$ cat src/rtl/rsa_ctrl_pkg.sv
// Shared types and constants for the RSA modular-exponentiation loop controller.
// The bench monitor imports the same state enum.
package rsa_ctrl_pkg;

  typedef enum logic [2:0] {
    S_IDLE = 3'd0,
    S_PRE  = 3'd1,
    S_SQ   = 3'd2,
    S_MUL  = 3'd3,
    S_NEXT = 3'd4,
    S_POST = 3'd5
  } state_t;

  localparam logic MM_OP_SQUARE = 1'b0;
  localparam logic MM_OP_MULT   = 1'b1;

  // Bit-index width for an exponent of w bits; never narrower than one bit.
  function automatic int unsigned idx_width(input int unsigned w);
    return (w < 32'd2) ? 32'd1 : 32'($clog2(w));
  endfunction

endpackage

$ cat src/rtl/modexp_loop_ctrl.sv
// Square-and-multiply sequencer: scans a latched exponent MSB-first and issues
// one square per bit plus a multiply per set bit to the shared modular multiplier.
module modexp_loop_ctrl
  import rsa_ctrl_pkg::*;
#(
  parameter int unsigned EXP_WIDTH = 32,
  parameter int unsigned IDX_W     = idx_width(EXP_WIDTH)
) (
  input  logic                 clock,
  input  logic                 reset,
  input  logic                 start,
  input  logic [EXP_WIDTH-1:0] exp,
  output logic                 mm_start,
  output logic                 mm_op,
  input  logic                 mm_done,
  output logic                 busy,
  output logic [2:0]           cur_state,
  output logic [IDX_W-1:0]     bit_idx,
  output logic                 iter_start,
  output logic                 iter_end,
  output logic                 finish
);

  state_t               state_q, state_d, state_dec;
  logic [EXP_WIDTH-1:0] exp_q;
  logic [IDX_W-1:0]     idx_q;
  logic                 first_q;
  logic                 done_ok;

  // A done in the same cycle as the request cannot belong to it.
  assign done_ok = mm_done && !first_q;

  always_comb begin
    state_d = state_q;
    case (state_q)
      S_IDLE: if (start) state_d = S_PRE;
      S_PRE:  state_d = (exp_q == '0) ? S_POST : S_SQ;
      S_SQ:   if (done_ok) state_d = exp_q[idx_q] ? S_MUL : S_NEXT;
      S_MUL:  if (done_ok) state_d = S_NEXT;
      S_NEXT: state_d = (idx_q == '0) ? S_POST : S_SQ;
      S_POST: state_d = S_IDLE;
      default: state_d = S_IDLE;
    endcase
  end

  always_ff @(posedge clock) begin
    if (reset) begin
      state_q <= S_IDLE;
      exp_q   <= '0;
      idx_q   <= '0;
      first_q <= 1'b0;
    end else begin
      state_q <= state_d;
      first_q <= (state_d != state_q) && (state_d == S_SQ || state_d == S_MUL);
      if (state_q == S_IDLE && start) begin
        exp_q <= exp;
        idx_q <= IDX_W'(EXP_WIDTH - 1);
      end else if (state_q == S_NEXT && idx_q != '0) begin
        idx_q <= idx_q - IDX_W'(1);
      end
    end
  end

  // Unused encodings present as IDLE on every output.
  assign state_dec  = (state_q > S_POST) ? S_IDLE : state_q;

  assign mm_start   = first_q && (state_dec == S_SQ || state_dec == S_MUL);
  assign mm_op      = (state_dec == S_MUL) ? MM_OP_MULT : MM_OP_SQUARE;
  assign busy       = (state_dec != S_IDLE);
  assign cur_state  = state_dec;
  assign bit_idx    = idx_q;
  assign iter_start = first_q && (state_dec == S_SQ);
  assign iter_end   = (state_dec == S_NEXT);
  assign finish     = (state_dec == S_POST);

endmodule

$ cat config.mk
export PLATFORM = sky130hd
export DESIGN_NAME = modexp_loop_ctrl
export DESIGN_NICKNAME = d
export VERILOG_FILES = /design/src/rtl/rsa_ctrl_pkg.sv /design/src/rtl/modexp_loop_ctrl.sv
export SDC_FILE = /design/constraint.sdc
export NUM_CORES = 1
export LEC_CHECK = 0
export CORE_AREA = 2 2 68 70
export DETAILED_ROUTE_END_ITERATION = 8
export DIE_AREA = 0 0 70 72
export PLACE_DENSITY_LB_ADDON = 0.08
export SLEW_MARGIN = 20
export SYNTH_ARGS = -nofsm -noshare
export SYNTH_HDL_FRONTEND = slang
export SYNTH_SLANG_ARGS = --single-unit
$ cat constraint.sdc
create_clock -name clock -period 2 [get_ports clock]
set_input_delay 0.2 -clock clock [delete_from_list [all_inputs] [get_ports clock]]
set_output_delay 0.2 -clock clock [all_outputs]
set_load 0.01 [all_outputs]
== Word level (Yosys, flattened, before mapping) ==
Cells that the tools add are included.

* Magnitude comparators: 2
* Eq/ne operators: 11
* Mux-type cells: 13
* Add/sub/neg operators: 1
* Reduce and logical (&&, ||, !) cells: 15

{| class="wikitable"
|+ Operators by type and width
! cell !! number
|-
| zero test 32 bit || 1
|-
| 2-to-1 mux 3 bit || 7
|-
| equality test 3 x 2 -> 1 bit (second input constant) || 6
|-
| one-hot mux 3 bit (5 select lines) || 1
|-
| 2-to-1 mux 5 bit || 2
|-
| equality test 3 bit (second input constant) || 3
|-
| logical AND 1 bit || 6
|-
| less-than comparator 5 x 6 -> 1 bit (second input constant) || 1
|-
| binary-select mux 1 bit (select 5 bit) || 1
|-
| zero test 5 bit || 1
|-
| nonzero test 5 bit || 1
|-
| subtractor 5 x 1 -> 5 bit (second input constant) || 1
|-
| equality test 3 x 1 -> 1 bit (second input constant) || 1
|-
| > comparator 3 bit (second input constant) || 1
|-
| zero test 3 bit || 1
|-
| inequality test 3 bit || 1
|-
| nonzero test 3 bit || 1
|-
| logical OR 1 bit || 2
|-
| 2-to-1 mux 1 bit || 2
|-
| nonzero test 2 bit || 1
|-
| zero test 1 bit || 1
|}

* Output and inout port bits: 14
* Input port bits: 36
* Bits in registers: 41
* Word-level logic and storage cells: 46

== Depth between registers and ports, before layout ==
Gate-level depths: netlist (run 1).

* Word-level depth: 8
* Depth in mapped cells: 9
* Gate-level depth less buffers: 7

== Least setup slack after synthesis (run 1) ==
OpenSTA, ideal clock, no wires.

* Path kind: reg-to-reg
* From: reg idx_q[1] (netlist: bit_idx[1])
* To: reg first_q
* Library setup time: 132 ps
* Data required time: 1868 ps
* Stages on the path, launching flop included: 9
* Slack: 163 ps
* Path buffers: 2
* Arrival time: 1705 ps
* Clock period less this slack: 1837 ps
* Cell sequence: dfxtp_1 buf_6 buf_12 inv_1 ha_1 or4b_1 a22oi_1 a22o_1 a211oi_2

* Word-level cells in the longest chain between the ends: 8
* Elaborated cells between the ends (all ways): 12
* Those cells by class: 3 x eq/ne; 6 x mux; 3 x reduce/logical

{| class="wikitable"
|+ RTL lines
! item !! RTL line !! RTL
|-
| start: declaration || modexp_loop_ctrl.sv:26 || <nowiki>logic [IDX_W-1:0] idx_q;</nowiki>
|-
| start signal: assignment || modexp_loop_ctrl.sv:57 || <nowiki>idx_q <= IDX_W'(EXP_WIDTH - 1);</nowiki>
|-
| start signal: assignment || modexp_loop_ctrl.sv:59 || <nowiki>idx_q <= idx_q - IDX_W'(1);</nowiki>
|-
| binary-select mux 1 bit (select 5 bit) || modexp_loop_ctrl.sv:38 || <nowiki>S_SQ: if (done_ok) state_d = exp_q[idx_q] ? S_MUL : S_NEXT;</nowiki>
|-
| 2-to-1 mux 1 bit (not written as such) || modexp_loop_ctrl.sv:38 ||
|-
| 2-to-1 mux 3 bit (2 in series) || modexp_loop_ctrl.sv:38 ||
|-
| one-hot mux 3 bit (5 select lines) * || modexp_loop_ctrl.sv:35 || <nowiki>case (state_q)</nowiki>
|-
| equality test 3 x 2 -> 1 bit || modexp_loop_ctrl.sv:54 || <nowiki>first_q <= (state_d != state_q) && (state_d == S_SQ || state_d == S_MUL);</nowiki>
|-
| logical OR 1 bit || modexp_loop_ctrl.sv:54 ||
|-
| logical AND 1 bit * || modexp_loop_ctrl.sv:54 ||
|-
| end signal: assignment || modexp_loop_ctrl.sv:54 ||
|-
| end: declaration || modexp_loop_ctrl.sv:27 || <nowiki>logic first_q;</nowiki>
|}

Mark *: on every way between the ends. The rest lies on a longest branch, timed or not. The select of a mux whose other input is x is not followed.
A chain may end at the register's enable or synchronous reset.

== Final worst setup path (run 1) ==
* From: reg state_q[1]
* To: out mm_op

* Word-level cells in the longest chain between the ends: 4

{| class="wikitable"
|+ RTL lines
! item !! RTL line !! RTL
|-
| start: declaration || modexp_loop_ctrl.sv:24 || <nowiki>state_t state_q, state_d, state_dec;</nowiki>
|-
| start signal: assignment || modexp_loop_ctrl.sv:53 || <nowiki>state_q <= state_d;</nowiki>
|-
| > comparator 3 bit || modexp_loop_ctrl.sv:65 || <nowiki>assign state_dec = (state_q > S_POST) ? S_IDLE : state_q;</nowiki>
|-
| 2-to-1 mux 3 bit * || modexp_loop_ctrl.sv:65 ||
|-
| equality test 3 x 2 -> 1 bit * || modexp_loop_ctrl.sv:68 || <nowiki>assign mm_op = (state_dec == S_MUL) ? MM_OP_MULT : MM_OP_SQUARE;</nowiki>
|-
| 2-to-1 mux 1 bit * || modexp_loop_ctrl.sv:68 ||
|-
| end: declaration || modexp_loop_ctrl.sv:14 || <nowiki>output logic mm_op,</nowiki>
|}

Mark *: on every way between the ends. The rest lies on a longest branch, timed or not.

==> impl_metrics.env, run 1 <==
export IMPL_critPathKind="register to output port"
export IMPL_final_cell_mix="nand2_1 (65), clkdlybuf4s50_1 (49), a21oi_1 (44), dfxtp_1 (36), mux2i_1 (16)"
export IMPL_slew_headroom=0.743
export IMPL_synth_edf_count=0
export IMPL_numPortBuffers=49
export IMPL_track_usage=0.193
export IMPL_syn_inst=247
export IMPL_initialDrtViolationCount=99
export IMPL_timing_fmax_mhz=520
export IMPL_cap_viol_max_count=0
export IMPL_wl_um=4470
export IMPL_drcViolationCount=0
export IMPL_layout_worst_path_cycle_share=0.962
export IMPL_cts_buffer_depth=2
export IMPL_vdd_ir_drop_max_v=0.000392
export IMPL_endpoint_kind="output port"
export IMPL_initial_core_util=0.483
export IMPL_dr_pass1_iters=4
export IMPL_syn_num_nets=285
export IMPL_async_flop_share=0
export IMPL_fin_cells=347
export IMPL_wl_per_cell_um=12.9
export IMPL_cts_tree="built"
export IMPL_fillers=424
export IMPL_htreeDepth=2
export IMPL_grt_first_pass_wirelength_um=7960
export IMPL_layout_drive_gt1_share=0.112
export IMPL_yosys_warnings=0
export IMPL_dp_cells=341
export IMPL_root_buffer="clkbuf_8"
export IMPL_cts_buffers_inserted=5
export IMPL_ys_ff_latch=41
export IMPL_dieArea_mm2=0.00504
export IMPL_status="finished clean"
export IMPL_avgSynthCellArea_um2=8.34
export IMPL_grt_pass1_vias=1804
export IMPL_path_max_fanout=7
export IMPL_layout_commonest_cell="nand2_1"
export IMPL_area_growth_pct=31.6
export IMPL_clk_pin_slew_worst_paths_ps=80
export IMPL_post_drt_via_cell_ratio=5.44
export IMPL_power_leakage_uw=0.000997
export IMPL_die_h_um=72
export IMPL_rsz0062_at_grt="false"
export IMPL_synthDominantCellAreaShare=0.398
export IMPL_register_area_um2=827
export IMPL_finalClockSkew_ps=10.6
export IMPL_gp_congestion=0.828
export IMPL_yosysSeqAreaShare=0.398
export IMPL_clkSinkCount=41
export IMPL_chipWidth_um=70
export IMPL_core_area_mm2=0.00426
export IMPL_drv_slew=0
export IMPL_ios=50
export IMPL_yosysTopAreaCell="dfxtp_1"
export IMPL_cp_required_ps=1800
export IMPL_tightest_slew_ps=380
export IMPL_finalNetCount=334
export IMPL_drtAntennaViolNets=0
export IMPL_min_path_type="input port to register"
export IMPL_crit_arrival_ps=1720
export IMPL_total_power_uw=2150
export IMPL_finalSetupTns_ps=0
export IMPL_hold_viol=0
export IMPL_num_vias=1887
export IMPL_worstSetupStartpointType="register"
export IMPL_synth_ff_type="dfxtp_1"
export IMPL_period_needed_ps=1920
export IMPL_hpwl_um=3290
export IMPL_synthTopCellsByArea="dfxtp_1 (40%), nand2_1 (12%), a21oi_1 (11%)"
export IMPL_grt_max_degree=39
export IMPL_antenna_found_initial=0
export IMPL_multi_input_area_mm2=0.00114
export IMPL_insertion_delay_ps=290
export IMPL_netlist_area_mm2=0.00206
export IMPL_num_rows=24
export IMPL_synth_cell_types=42
export IMPL_diodes=0
export IMPL_setup_violations=0
export IMPL_powerDensity_mw_per_mm2=793
export IMPL_overflow=0
-- path summary, 6_finish.rpt --
check	from	endpoint	slack, ps	depth (start not counted)
setup / recovery	state_q[1]	mm_op	80	3
hold / removal	exp[5]	exp_q[5]	440	3
setup reg to reg	bit_idx[0]	first_q	200	6
hold reg to reg	exp_q[17]	exp_q[17]	470	2
-- critical path, cell delays in order (launching register included) --
cell and delay [ps]:
dfxtp_2 430, nor2b_2 280, and2_1 190, clkdlybuf4s50_1 540
-- metrics by stage --
step | utilization | hold slack, ps | instance area [µm²] | worst slack (ps)
floorplan | - | 336 | 2060 | 163
global placement | 0.615 | 460 | 2620 | 181
detailed placement | 0.615 | 465 | 2620 | 152
CTS | 0.634 | 440 | 2700 | -24.0
global route | 0.636 | 456 | 2710 | 9.84
finish | 0.636 | 443 | 2710 | 75.4
-- metal layers --
layer  global-route usage  up-vias  wire, µm
met5                    0        -         0
met4               0.0641        0        61
met3               0.0431        6       204
met2                0.331       48      2190
met1                0.241      869      2020
li1                     -      964         -
-- cell usage after synthesis (3+ instances only) --
| cell type | count |
|---|---|
| nor2_1 | 6 |
| nor4_1 | 9 |
| nor2b_1 | 3 |
| and2_1 | 3 |
| nand2_1 | 65 |
| a21oi_1 | 44 |
| dfxtp_1 | 41 |
| mux2i_1 | 16 |
| clkbuf_1 | 14 |
| xnor2_1 | 3 |
-- power by group --
group          internal (µW)  leakage, µW  total, µW  switching, µW
Clock                    230    0.0000399        499            269
Combinational            349     0.000618        651            302
Sequential               907     0.000339       1000           93.5
-- registers in the layout, indices dropped and copies added (netlist names) --
| name | flops |
|---|---|
| state_q | 3 |
| exp_q | 32 |
| first_q | 1 |
| bit_idx | 5 |
-- timing repair --
action / CTS / global route
hold buffers: 0 / 0
endpoints found under the setup margin: 5 / 6
resized for setup: 2 / 5
buffers inserted: 0 / 0
-- cell type report --
cell class / instances / area share
clock buffers: 5 / 0.0254
clock inverters: 1 / 0.00185
inverters: 3 / 0.00415
multi-input cells: 184 / 0.421
flip-flops and latches: 41 / 0.305
well taps: 52 / 0.0240
repair buffers: 61 / 0.219
-- logic make-up after synthesis --
group / synth area share
simple gates: 0.244
buf+inv: 0.0559
compound gates: 0.148
xor+xnor: 0.0170
flops: 0.398
fa+ha+maj: 0.0121
mux: 0.125
Note: power is estimated with default switching activity, not from simulation.
==> inputs of run 2 (changes only) <==
Settings changed: ABC_AREA set to 1, CORE_AREA 2 2 68 70 to 2 2 69 71, DIE_AREA 0 0 70 72 to 0 0 71 73.
==> run 2 against run 1 <==
Effect of this change:
- largest power group unchanged
- via count is 12% higher
- hold slack better by 36 ps
- synthesized cell count is 26% higher
- highest routed layer unchanged
==> impl_metrics.env, run 2 <==
export IMPL_cts_resized=0
export IMPL_numPortBuffers=49
export IMPL_wl_um=4940
export IMPL_chipWidth_um=71
export IMPL_finalNetCount=399
export IMPL_die_h_um=73
export IMPL_overflow=0
export IMPL_timing_fmax_mhz=521
export IMPL_powerDensity_mw_per_mm2=901
export IMPL_drtAntennaViolNets=0
export IMPL_power_frac_comb=0.291
export IMPL_root_buffer="clkbuf_8"
export IMPL_layout_drive_gt1_share=0.0884
export IMPL_synthDominantCellAreaShare=0.387
export IMPL_worstSetupStartpointType="register"
export IMPL_grt_max_degree=32
export IMPL_clkSinkCount=41
export IMPL_wl_met2_um=2290
export IMPL_initialDrtViolationCount=128
export IMPL_ios=50
export IMPL_wl_per_cell_um=11.9
export IMPL_dr_pass1_iters=4
export IMPL_p_sw_frac=0.310
export IMPL_cp_required_ps=1800
export IMPL_diodes=0
export IMPL_fillers=445
export IMPL_initial_core_util=0.467
export IMPL_path_cells="inv_1 -> nor2_1 -> inv_1 -> nor2_1 -> clkdlybuf4s50_1"
export IMPL_synth_top_family_by_area="simple AND/OR/NAND/NOR gates"
export IMPL_power_internal_uw=1740
export IMPL_area_growth_pct=32.1
export IMPL_clock_power_share=0.315
export IMPL_clk_pin_slew_worst_paths_ps=80
export IMPL_hold_viol=0
export IMPL_max_stage_delay_ps=540
export IMPL_grt_first_pass_wirelength_um=8460
export IMPL_synth_ff_type="dfxtp_1"
export IMPL_design_area_mm2=0.00280
export IMPL_post_drt_via_cell_ratio=5.10
export IMPL_antenna_found_initial=0
export IMPL_crit_arrival_ps=1720
export IMPL_yosysSeqAreaShare=0.387
export IMPL_cap_viol_max_count=0
export IMPL_power_leakage_uw=0.00122
export IMPL_path_max_fanout=6
export IMPL_min_path_type="register to register"
export IMPL_crit_path_top_delay_cell="clkdlybuf4s50_1"
export IMPL_synthSimpleGateAreaFrac=0.270
export IMPL_finalSetupTns_ps=0
export IMPL_dp_cells=408
export IMPL_track_usage=0.206
export IMPL_synth_edf_count=0
export IMPL_fin_cells=416
export IMPL_cts_buffer_depth=2
export IMPL_cts_setup_buffers=0
export IMPL_netlist_area_mm2=0.00212
export IMPL_gp_congestion=0.810
export IMPL_p_sw_uw=782
export IMPL_cp_num_buf_inv=3
export IMPL_endpoint_kind="output port"
export IMPL_wl_met1_um=2380
export IMPL_ys_ff_latch=41
export IMPL_async_flop_share=0
export IMPL_yosys_cell_count_top_type="inv_1"
export IMPL_synth_cell_types=28
export IMPL_syn_num_nets=348
export IMPL_final_cell_mix="clkdlybuf4s50_1 (48), inv_1 (42), dfxtp_1 (41), o21ai_0 (39), nand2_1 (39)"
export IMPL_period_needed_ps=1920
export IMPL_num_rows=25
export IMPL_drcViolationCount=0
export IMPL_synth_compound_gate_area_share=0.201
export IMPL_hpwl_um=3700
export IMPL_setup_violations=0
export IMPL_seqPwrFrac=0.394
export IMPL_dr_max_layer_used="met4"
export IMPL_rsz0062_at_grt="false"
export IMPL_core_area_mm2=0.00454
export IMPL_synth_common_cells="inv_1 (43), dfxtp_1 (41), nand2_1 (40), o21ai_0 (39), nor2_1 (37)"
export IMPL_syn_inst=310
export IMPL_status="finished clean"
export IMPL_grt_pass1_vias=1903
export IMPL_yosysTopAreaCell="dfxtp_1"
export IMPL_num_vias=2120
export IMPL_synthAdderAreaFrac=0.0118
export IMPL_critPathKind="register to output port"
export IMPL_synth_xor_area_frac=0
export IMPL_cts_buffers_inserted=5
export IMPL_drv_slew=0
export IMPL_crit_family="buffers and inverters"
export IMPL_largest_register_ffs=32
export IMPL_htreeDepth=2
export IMPL_cts_hold_fix_buffers=0
export IMPL_layout_worst_path_cycle_share=0.960
export IMPL_finalClockSkew_ps=7.20
export IMPL_dpl_cell_area_mm2=0.00266
export IMPL_vdd_ir_drop_max_v=0.000512
export IMPL_slew_headroom=0.757
export IMPL_wl_met3_um=184
export IMPL_yosys_warnings=0
export IMPL_cts_tree="built"
export IMPL_layout_commonest_cell="clkdlybuf4s50_1"
export IMPL_top_register="exp_q"
export IMPL_insertion_delay_ps=300
export IMPL_synth_mux_area_frac=0
export IMPL_avgSynthCellArea_um2=6.84
export IMPL_synthTopCellsByArea="dfxtp_1 (39%), o21ai_0 (9.2%), a21oi_1 (8.5%)"
export IMPL_dieArea_mm2=0.00518
export IMPL_tightest_slew_ps=364
run 2: cell count changes in the layout (fill, tap and decap cells not counted), moves of 5 or more:
cell / previous run / this run
a21oi_1: 44 / 36
nor2_1: 6 / 37
nand2_1: 65 / 39
o21ai_0: 1 / 39
nor4_1: 9 / 0
dfxtp_2: 5 / 0
dfxtp_1: 36 / 41
inv_1: 2 / 42
nand2_2: 0 / 5
mux2i_1: 16 / 0
nand3_1: 2 / 32
run 2: metrics by stage:
step,setup slack [ps],total power (µW),hold WS [ps],util
after global placement,350,1740,460,0.585
after detailed placement,325,1740,466,0.585
after CTS,36.0,2530,478,0.615
after global routing,5.66,2680,488,0.617
final,80.3,2520,479,0.617
after floorplan,412,1500,269,-
run 2: final cells by class:
class	count	area [µm²]	area share
Timing Repair Buffer	58	573	0.205
Clock inverter	3	65.1	0.0232
Multi-Input combinational cell	209	1030	0.368
Inverter	46	173	0.0617
Tap cell	54	67.6	0.0241
Clock buffer	5	68.8	0.0246
Sequential cell	41	821	0.293
run 2: worst register-to-register path: stages (launching register included):
cell and delay (ps):
dfxtp_1 400, inv_2 170, ha_1 230, nand3_1 130, nand2_2 130, nor3_2 180, nand2_1 80, a21oi_1 170
a21oi_1 80
run 2: path summary, 6_finish.rpt:
path                                   end  cells past startpoint  slack (ps)        from
worst max-delay path                finish                      5          80  state_q[0]
worst min-delay path              exp_q[2]                      2         480    exp_q[2]
worst max register to register  bit_idx[4]                      8         310  bit_idx[0]
worst min register to register    exp_q[2]                      2         480    exp_q[2]
run 2: kinds of logic after synthesis:
group | Yosys count
and+or+nand+nor | 126
DFF | 41
adders and majority gates | 2
buffers and inverters | 60
AOI/OAI and AO/OA | 81
run 2: per-layer routing:
| metal | track usage | vias to the layer above |
|---|---|---|
| li1 | - | 1114 |
| met1 | 0.274 | 962 |
| met2 | 0.331 | 37 |
| met3 | 0.0373 | 7 |
| met4 | 0.0881 | 0 |
| met5 | 0 | - |
run 2: power by group through the flow:
stage	sequential (µW)	clock, µW	combinational, µW
after global routing	1010	830	840
final	994	793	734
after floorplan	999	0	503
after CTS	992	803	735
after detailed placement	1010	0	732
after global placement	1010	0	727
==> inputs of run 3 (changes only) <==
Settings changed: PLACE_DENSITY set to 0.77, PLACE_DENSITY_LB_ADDON 0.08 to not set.
==> run 3 against run 2 <==
Effect of this change:
- sequential cell count unchanged
- power down 12%
- critical path type unchanged
- critical path depth up 1
- sequential share of layout area up 1.0 points
- fmax up 3.1%
- worst setup slack better by 58 ps
- final cell count down 0.72%
- largest power group unchanged
- utilization down 2.0 points
==> impl_metrics.env, run 3 (same netlist as run 2, synthesis figures left out) <==
export IMPL_initial_core_util=0.467
export IMPL_num_vias=2069
export IMPL_drcViolationCount=0
export IMPL_endpoint_kind="output port"
export IMPL_largest_register_ffs=32
export IMPL_layout_drive_gt1_share=0.0752
export IMPL_cts_resized=0
export IMPL_worstSetupStartpointType="register"
export IMPL_finalNetCount=396
export IMPL_setup_violations=0
export IMPL_status="finished clean"
export IMPL_powerDensity_mw_per_mm2=820
export IMPL_finalSetupTns_ps=0
export IMPL_fillers=443
export IMPL_power_leakage_uw=0.00116
export IMPL_top_register="exp_q"
export IMPL_critPathKind="register to output port"
export IMPL_drv_slew=0
export IMPL_path_cells="nor2_2 -> inv_1 -> nor2_4 -> inv_1 -> nand3_1 -> clkdlybuf4s50_1"
export IMPL_period_needed_ps=1860
export IMPL_grt_pass1_vias=1844
export IMPL_cap_viol_max_count=0
export IMPL_cp_required_ps=1800
export IMPL_tightest_slew_ps=381
export IMPL_slew_headroom=0.746
export IMPL_initialDrtViolationCount=108
export IMPL_wl_um=4690
export IMPL_hpwl_um=3470
export IMPL_insertion_delay_ps=290
export IMPL_min_path_type="register to register"
export IMPL_rsz0062_at_grt="false"
export IMPL_fin_cells=413
export IMPL_layout_commonest_cell="clkdlybuf4s50_1"
export IMPL_drtAntennaViolNets=0
export IMPL_antenna_found_initial=0
export IMPL_cts_buffer_depth=2
export IMPL_ios=50
export IMPL_cts_hold_fix_buffers=0
export IMPL_cts_buffers_inserted=5
export IMPL_crit_arrival_ps=1660
export IMPL_numPortBuffers=49
export IMPL_clk_pin_slew_worst_paths_ps=70
export IMPL_finalClockSkew_ps=5.61
export IMPL_grt_max_degree=27
export IMPL_num_rows=25
export IMPL_max_stage_delay_ps=530
export IMPL_pre_cts_ws_ps=346
export IMPL_die_h_um=73
export IMPL_dp_cells=405
export IMPL_htreeDepth=2
export IMPL_diodes=0
export IMPL_core_area_mm2=0.00454
export IMPL_path_max_fanout=5
export IMPL_clkSinkCount=41
export IMPL_crit_path_top_delay_cell="clkdlybuf4s50_1"
export IMPL_area_growth_pct=27.8
export IMPL_final_cell_mix="clkdlybuf4s50_1 (49), inv_1 (42), dfxtp_1 (40), o21ai_0 (39), nand2_1 (39)"
export IMPL_chipWidth_um=71
export IMPL_vdd_ir_drop_max_v=0.000440
export IMPL_gp_congestion=0.791
export IMPL_cts_tree="built"
export IMPL_cts_setup_buffers=0
export IMPL_track_usage=0.192
export IMPL_hold_viol=0
export IMPL_timing_fmax_mhz=537
export IMPL_root_buffer="clkbuf_8"
export IMPL_worst_slack_ps=139
export IMPL_wl_per_cell_um=11.4
export IMPL_grt_first_pass_wirelength_um=7910
export IMPL_dieArea_mm2=0.00518
export IMPL_post_drt_via_cell_ratio=5.01
export IMPL_overflow=0
export IMPL_dr_pass1_iters=4
export IMPL_layout_worst_path_cycle_share=0.931
export IMPL_path_common_cell="inv_1"
## run 3: routing by layer
layer  track usage  part of all wire  up-vias
li1              -                 -     1102
met3        0.0442             0.040        6
met4        0.0797             0.020        0
met5             0                 0        -
met1         0.232              0.46      917
met2         0.329              0.48       44
## run 3: where the power goes
part / switching (µW) / total, µW / internal, µW
clock: 271 / 519 / 248
combinational: 415 / 716 / 302
sequential: 60.0 / 987 / 927
## run 3: final timing paths
kind,from,to,slack [ps],cells past startpoint
worst min register to register,exp_q[5],exp_q[5],470,2
worst max register to register,bit_idx[0],first_q,420,9
worst max-delay path,state_q[1],busy,140,6
worst min-delay path,exp_q[5],exp_q[5],470,2
## run 3: stage by stage
stage | power [µW] | utilization | hold WS, ps | cell area (µm²)
2_1_floorplan | 1500 | - | 269 | 2120
3_3_place_gp | 1700 | 0.578 | 461 | 2620
3_5_place_dp | 1720 | 0.578 | 460 | 2620
4_1_cts | 2230 | 0.595 | 471 | 2700
5_1_grt | 2370 | 0.597 | 487 | 2710
6_report | 2220 | 0.597 | 471 | 2710
## run 3: layout make-up
cell class | instances | area (µm²) | area share
clock buffers | 8 | 80.1 | 0.0296
inverters | 46 | 173 | 0.0637
multi-input cells | 209 | 1030 | 0.381
flip-flops and latches | 41 | 822 | 0.303
well taps | 54 | 67.6 | 0.0249
repair buffers | 55 | 536 | 0.198
## run 3: critical path, delay by kind of cell (launching register included)
kind	cells	cell delay [ps]
flops	1	360
buf+inv	3	690
simple gates	3	320
